**config.mk**
```make
export PLATFORM = sky130hd
export DESIGN_NAME = ace_ccu_snoop_req
export DESIGN_NICKNAME = d
export VERILOG_FILES = /design/src/rtl/ace_ccu_snoop_req.sv
export SDC_FILE = /design/constraint.sdc
export NUM_CORES = 1
export LEC_CHECK = 0
export BUFFER_PORTS_ARGS = -buffer_cell sky130_fd_sc_hd__buf_2
export CORE_MARGIN = 3
export CORE_UTILIZATION = 25
export CTS_BUF_LIST = sky130_fd_sc_hd__clkbuf_4 sky130_fd_sc_hd__clkbuf_8
export CTS_CLUSTER_SIZE = 40
export DETAILED_ROUTE_END_ITERATION = 10
export SLEW_MARGIN = 20
export SYNTH_ARGS = -nofsm -noshare
export SYNTH_HDL_FRONTEND = slang
export SYNTH_SLANG_ARGS = --single-unit
```
**constraint.sdc**
```tcl
create_clock -name clk_i -period 2.5 [get_ports clk_i]
set_clock_uncertainty 0.2 [all_clocks]
set_input_delay 0.25 -clock clk_i [delete_from_list [all_inputs] [get_ports clk_i]]
set_output_delay 0.25 -clock clk_i [all_outputs]
set_load 0.05 [all_outputs]
```
**src/rtl/ace_ccu_snoop_req.sv**
```systemverilog
// Snoop-request fan-out: broadcasts one AC request to the selected ports and queues its ctrl word.
// Latency: 0 cycles to accept when all selected ports are ready; queued ctrl is visible 1 cycle after the push.
// Backpressure: stalls while the ctrl FIFO is full; each port that accepts early is masked until the request completes.
module ace_ccu_snoop_req #(
    parameter int unsigned NumOup    = 1,
    parameter int unsigned CtrlDepth = 4,
    parameter type ac_chan_t = logic,
    parameter type ctrl_t    = struct packed { logic [NumOup-1:0] sel; }
) (
    input  logic                                clk_i,
    input  logic                                rst_i,
    input  logic                                ac_valid_i,
    output logic                                ac_ready_o,
    input  ac_chan_t                            ac_chan_i,
    input  ctrl_t                               ctrl_i,
    output logic     [NumOup-1:0]               ac_valids_o,
    input  logic     [NumOup-1:0]               ac_readies_i,
    output ac_chan_t [NumOup-1:0]               ac_chans_o,
    output logic                                ctrl_valid_o,
    input  logic                                ctrl_ready_i,
    output ctrl_t                               ctrl_o,
    output logic     [$clog2(CtrlDepth+1)-1:0]  fill_o
);

    localparam int unsigned FillW = $clog2(CtrlDepth + 1);
    localparam int unsigned PtrW  = (CtrlDepth > 1) ? $clog2(CtrlDepth) : 1;

    logic [NumOup-1:0] done_q;
    logic [NumOup-1:0] sel;
    logic [NumOup-1:0] port_hs;
    logic [NumOup-1:0] port_ok;
    logic              space;
    logic              push;
    logic              pop;

    ctrl_t             mem_q [CtrlDepth];
    logic [PtrW-1:0]   wr_ptr_q;
    logic [PtrW-1:0]   rd_ptr_q;
    logic [FillW-1:0]  fill_q;

    assign sel   = ctrl_i.sel;
    // A pop in the same cycle does not free a slot: no full-bypass path.
    assign space = (fill_q < FillW'(CtrlDepth));

    assign ac_valids_o = {NumOup{ac_valid_i & space}} & sel & ~done_q;
    assign port_hs     = ac_valids_o & ac_readies_i;
    assign port_ok     = ~sel | done_q | port_hs;
    assign ac_ready_o  = ac_valid_i & space & (&port_ok);

    for (genvar j = 0; j < NumOup; j++) begin : g_chan
        assign ac_chans_o[j] = ac_chan_i;
    end

    assign push         = ac_ready_o;
    assign ctrl_valid_o = (fill_q != '0);
    assign pop          = ctrl_valid_o & ctrl_ready_i;
    assign ctrl_o       = mem_q[rd_ptr_q];
    assign fill_o       = fill_q;

    always_ff @(posedge clk_i) begin
        if (rst_i) begin
            done_q <= '0;
        end else if (push) begin
            done_q <= '0;
        end else begin
            done_q <= done_q | port_hs;
        end
    end

    always_ff @(posedge clk_i) begin
        if (push) begin
            mem_q[wr_ptr_q] <= ctrl_i;
        end
    end

    always_ff @(posedge clk_i) begin
        if (rst_i) begin
            wr_ptr_q <= '0;
            rd_ptr_q <= '0;
            fill_q   <= '0;
        end else begin
            if (push) begin
                wr_ptr_q <= (wr_ptr_q == PtrW'(CtrlDepth - 1)) ? '0 : wr_ptr_q + 1'b1;
            end
            if (pop) begin
                rd_ptr_q <= (rd_ptr_q == PtrW'(CtrlDepth - 1)) ? '0 : rd_ptr_q + 1'b1;
            end
            case ({push, pop})
                2'b10:   fill_q <= fill_q + 1'b1;
                2'b01:   fill_q <= fill_q - 1'b1;
                default: fill_q <= fill_q;
            endcase
        end
    end

endmodule

```
=== Yosys cells after proc, flatten, opt, wreduce, memory -nomap -nowiden ===
Memory sizes are Yosys's and may differ from the RTL's. A register that Yosys moved wholly into a read port is not among the register bits.
Cells that the tools add are included.

* Order comparisons: 1
* Reductions and logical operators: 3
* Multiplexer cells: 7
* Bitwise gates (word level): 11
* Equality and inequality tests: 4
* Add/subtract/negate cells: 4

{| class="wikitable"
|+ Operator list
! cell !! number
|-
| 2-to-1 mux 2 bit || 4
|-
| AND 1 bit || 6
|-
| == test 2 bit, second input constant || 3
|-
| case mux 3 bit (2 select lines) || 1
|-
| adder 2 x 1 -> 2 bit, second input constant || 2
|-
| adder 3 x 1 -> 3 bit, second input constant || 1
|-
| < comparator 3 bit, second input constant || 1
|-
| OR 1 bit || 3
|-
| nonzero test 3 bit || 1
|-
| subtractor 3 x 1 -> 3 bit, second input constant || 1
|-
| == test 2 x 1 -> 1 bit, second input constant || 1
|-
| 2-to-1 mux 1 bit || 2
|-
| inverter 1 bit || 2
|-
| nonzero test 2 bit || 1
|-
| OR reduction 2 bit || 1
|}

* Memory bits (writable): 4
* Memories: 1
* Output and inout bits: 8
* Register bits: 8

{| class="wikitable"
|+ Memories
! memory !! words !! width !! read ports !! clocked after memory_dff !! write ports !! RTL line !! text
|-
| mem_q || 4 || 1 || 1 || 1 || 1 || 36 || <nowiki>ctrl_t mem_q [CtrlDepth];</nowiki>
|}

=== Longest topological paths before layout ===
* Depth after elaboration: 9
* Mapped depth: 10

=== Worst setup path before layout ===
OpenSTA, ideal clock, no wires.

* Path type: flip-flop to flip-flop
* From: register fill_q[2] (netlist: fill_o[2])
* To: register fill_q[2] (netlist: fill_o[2])
* Required time: 2.230 ns
* Stages on the path, launching flop included: 11
* Setup slack: -0.056 ns
* Arrival time: 2.286 ns
* Path through: dfxtp_1 nor2b_2 o21a_1 buf_6 inv_1 ha_1 inv_1 fa_1 xor2_1 or3_1 a21oi_1

* Word-level cells in the longest chain between the ends: 9
* Elaborated cells between the ends (all ways): 15
* Classes of those cells: add/sub (2); order compare (1); eq/ne (2); mux (1); bitwise (7); reduce/logical (2)

{| class="wikitable"
|+ RTL lines
! item !! RTL line !! text
|-
| start, declared || 39 || <nowiki>logic [FillW-1:0] fill_q;</nowiki>
|-
| start signal, assigned || 89 || <nowiki>2'b10: fill_q <= fill_q + 1'b1;</nowiki>
|-
| start signal, assigned || 90 || <nowiki>2'b01: fill_q <= fill_q - 1'b1;</nowiki>
|-
| start signal, assigned || 91 || <nowiki>default: fill_q <= fill_q;</nowiki>
|-
| < comparator 3 bit * || 43 || <nowiki>assign space = (fill_q < FillW'(CtrlDepth));</nowiki>
|-
| AND 1 bit * || 45, 48 ||
|-
| AND 1 bit (2 in a row) || 45 || <nowiki>assign ac_valids_o = {NumOup{ac_valid_i & space}} & sel & ~done_q;</nowiki>
|-
| AND 1 bit || 46 || <nowiki>assign port_hs = ac_valids_o & ac_readies_i;</nowiki>
|-
| OR 1 bit || 47 || <nowiki>assign port_ok = ~sel | done_q | port_hs;</nowiki>
|-
| AND 1 bit * || 48 || <nowiki>assign ac_ready_o = ac_valid_i & space & (&port_ok);</nowiki>
|-
| net ac_ready_o || 13 || <nowiki>output logic ac_ready_o,</nowiki>
|-
| == test 2 x 1 -> 1 bit or == test 2 bit (tied branches) || 88 || <nowiki>case ({push, pop})</nowiki>
|-
| case mux 3 bit (2 select lines) or nonzero test 2 bit (tied branches) || n/a ||
|}

Mark *: on every way through the listed nets, which the timed path passes. The rest lies on a longest branch.
A chain may end at the register's enable or synchronous reset.

=== Final worst setup path ===
* From: register done_q
* To: register fill_q[2] (netlist: fill_o[2])

* Word-level cells in the longest chain between the ends: 7
* Elaborated cells between the ends (all ways): 10
* Classes of those cells: eq/ne (2); mux (1); bitwise (6); reduce/logical (1)

{| class="wikitable"
|+ RTL lines
! item !! RTL line !! text
|-
| start, declared || 28 || <nowiki>logic [NumOup-1:0] done_q;</nowiki>
|-
| start signal, assigned || 66 || <nowiki>done_q <= done_q | port_hs;</nowiki>
|-
| inverter 1 bit || 45 ||
|-
| AND 1 bit || 45 ||
|-
| AND 1 bit || 46 ||
|-
| OR 1 bit * || 47 ||
|-
| AND 1 bit * || 48 ||
|-
| == test 2 x 1 -> 1 bit or == test 2 bit (tied branches) || 88 ||
|-
| case mux 3 bit (2 select lines) or nonzero test 2 bit (tied branches) || n/a ||
|}

Mark *: on every way between the ends. The rest lies on a longest branch, timed or not.

==> impl_metrics.json <==
{
  "status": "complete, no violations",
  "maxCapViolations": 0,
  "viasPerCell": 4.21,
  "die_height_um": 58.9,
  "gp_congestion": 0.728,
  "fin_crit_sh_pct": 86.0,
  "cts_setup_buffers": 0,
  "ff2ff_path_depth": 9,
  "antenna_found_initial": 0,
  "synth_top_area_share_pct": 28.6,
  "syn_avg_cell_area_um2": 11.1,
  "cts_resized": 0,
  "slowest_stage": "fa_1",
  "slowest_delay_ns": 0.37,
  "synthTopCellsByArea": "dfxtp_1 (29%), edfxtp_1 (17%), ha_1 (11%), inv_1 (3.8%), and2_1 (3.6%)",
  "post-route-min-period_ns": 2.15,
  "hold_violations": 0,
  "clk_pin_slew_worst_paths_ns": 0.09,
  "drive_above_1_share_pct": 28.6,
  "setup_viol": 0,
  "p_leak_nw": 0.354,
  "hp-class": "in -> reg",
  "criticalPathCategory": "reg -> reg",
  "report.final.slew_viol_count": 0,
  "layout_commonest_cell": "buf_2",
  "die_w_um": 58.9,
  "path_common_cell": "inv_1",
  "clock-sinks": 14,
  "wl_per_cell_um": 10.3,
  "drtIter0Drc": 2,
  "crit_chain": "nand2b_4, o21a_1, inv_1, ha_1, inv_1, fa_1, xor2_1, or3_1, a21oi_1",
  "drt_wl_total_mm": 1.11,
  "yosysSeqAreaShare_pct": 45.7,
  "pre_cts_slack_ns": 0.323,
  "dp_hpwl_um": 849,
  "holdBufCountCts": 0,
  "worstSkewPairLatency_ns": 0.28,
  "start_util_pct": 27.3,
  "mostFrequentLayoutCells": "buf_2 (12), dfxtp_1 (9), inv_1 (7)",
  "grt_usage_pct": 7.77,
  "async_flop_share_pct": 0,
  "whs_path_depth": 1,
  "max_freq_mhz": 465,
  "synth_nets": 77,
  "synth_top_area_cell": "dfxtp_1",
  "fin_ws_ns": 0.350,
  "synth_cell_types": 25,
  "tightest_slew_ns": 0.354,
  "ys_seq_elements": 14,
  "cts_made_buffers": 3,
  "gr-total-overflow": 0,
  "dieArea_um2": 3470,
  "fillers": 286,
  "firstDrtPassIters": 2,
  "yosysWarnings": 0,
  "htree_num_levels": 1,
  "end_kind": "flip-flop",
  "reg2reg_slack_ns": 0.35,
  "r2r_start": "done_q",
  "rows": 18,
  "cp.required_ns": 2.51,
  "syn_inst": 63,
  "synth_ff_type": "dfxtp_1",
  "areaGrowthSynthToFinish_pct": 15.7,
  "worstPathMaxFanout": 2,
  "ant_nets": 0,
  "grt_max_degree": 11,
  "startpoint_type": "flip-flop",
  "core_um2": 2570,
  "min_to": "mem_q[3]",
  "regToRegEndpoint": "fill_o[2]",
  "fin_nets": 92,
  "syn-cell-area_um2": 701,
  "grt_pass1_vias": 458,
  "diodes": 0,
  "setup_tns_ns": 0,
  "cp.arrival_ns": 2.16,
  "grt_first_pass_wirelength_mm": 1.99,
  "grt_setup_unrepaired": "false",
  "min-delay-start": "ctrl_i",
  "ir_drop_mv": 0.679,
  "root_buffer": "clkbuf_4",
  "synth_edf_count": 4,
  "cts_buffer_depth": 2,
  "drc": 0,
  "pin_count": 15,
  "portBuffers": 12,
  "cts_tree": "built",
  "via_count": 451,
  "timing.slew.headroom_pct": 76.2,
  "power.density_nw_per_um2": 1080
}
## per-stage QoR
stage | util, % | hold slack [ns] | power [mW] | instances | area [um2]
2_1_floorplan | - | 0.149 | 0.677 | 63 | 702
3_3_place_gp | 30.6 | 0.273 | 0.750 | 103 | 785
3_5_place_dp | 30.6 | 0.271 | 0.753 | 103 | 785
4_1_cts | 31.6 | 0.0390 | 0.888 | 107 | 811
5_1_grt | 31.6 | 0.0374 | 0.943 | 107 | 811
6_report | 31.6 | 0.0376 | 0.876 | 107 | 811
## cells by family after synthesis
family	after synthesis	share of synthesized area, %
fa+ha+maj	7	13.6
mux	4	8.21
xor+xnor	2	2.50
flops	14	45.7
simple gates	20	17.3
compound gates	6	5.71
buf+inv	10	6.96
## where the power goes
group	total, mW	internal, mW	switching (mW)	leakage [nW]
logic	0.418	0.137	0.281	0.220
clock network	0.133	0.0578	0.0747	0.0154
registers	0.326	0.282	0.0432	0.119
total	0.876	0.477	0.399	0.354
## layout make-up
type | instances | area (um2) | area share, %
Clock buffer | 3 | 22.5 | 2.78
Clock inverter | 1 | 3.75 | 0.463
Inverter | 7 | 26.3 | 3.24
Multi-Input combinational cell | 39 | 332 | 40.9
Sequential cell | 14 | 322 | 39.7
Tap cell | 30 | 37.5 | 4.63
Timing Repair Buffer | 13 | 67.6 | 8.33
## worst max-delay path by stage
| stage | from | end | cells past startpoint |
|---|---|---|---|
| global placement | ctrl_i | fill_o[2] | 10 |
| finish | done_q | fill_o[2] | 9 |
| global route | done_q | fill_o[2] | 9 |
| detailed placement | ctrl_i | fill_o[2] | 10 |
| CTS | done_q | fill_o[2] | 9 |
| floorplan | fill_o[2] | fill_o[2] | 10 |
## per-layer routing
metal  track usage, %  wire, um  vias to the layer above
met5                0         0                        -
met2             11.8       540                        7
met1             9.32       522                      207
met4             6.80        27                        0
li1                 -         -                      235
met3             1.32        16                        2
## critical path, delay by kind of cell, from the launching register on
kind	cells	cell delay [ns]
flops	1	0.32
compound gates	2	0.31
simple gates	2	0.43
xor+xnor	1	0.15
buf+inv	2	0.11
fa+ha+maj	2	0.55
## cells in the mapped netlist (all sizes together) (2+ instances only)
cell and instances:
a21oi 3, and2 4, buf 2, dfxtp 10, edfxtp 4, ha 6, inv 7, mux2i 2
nand2b 3, nor2 5, nor3b 2, or3 3, xor2 2
Power figures use the tool's default switching activity.
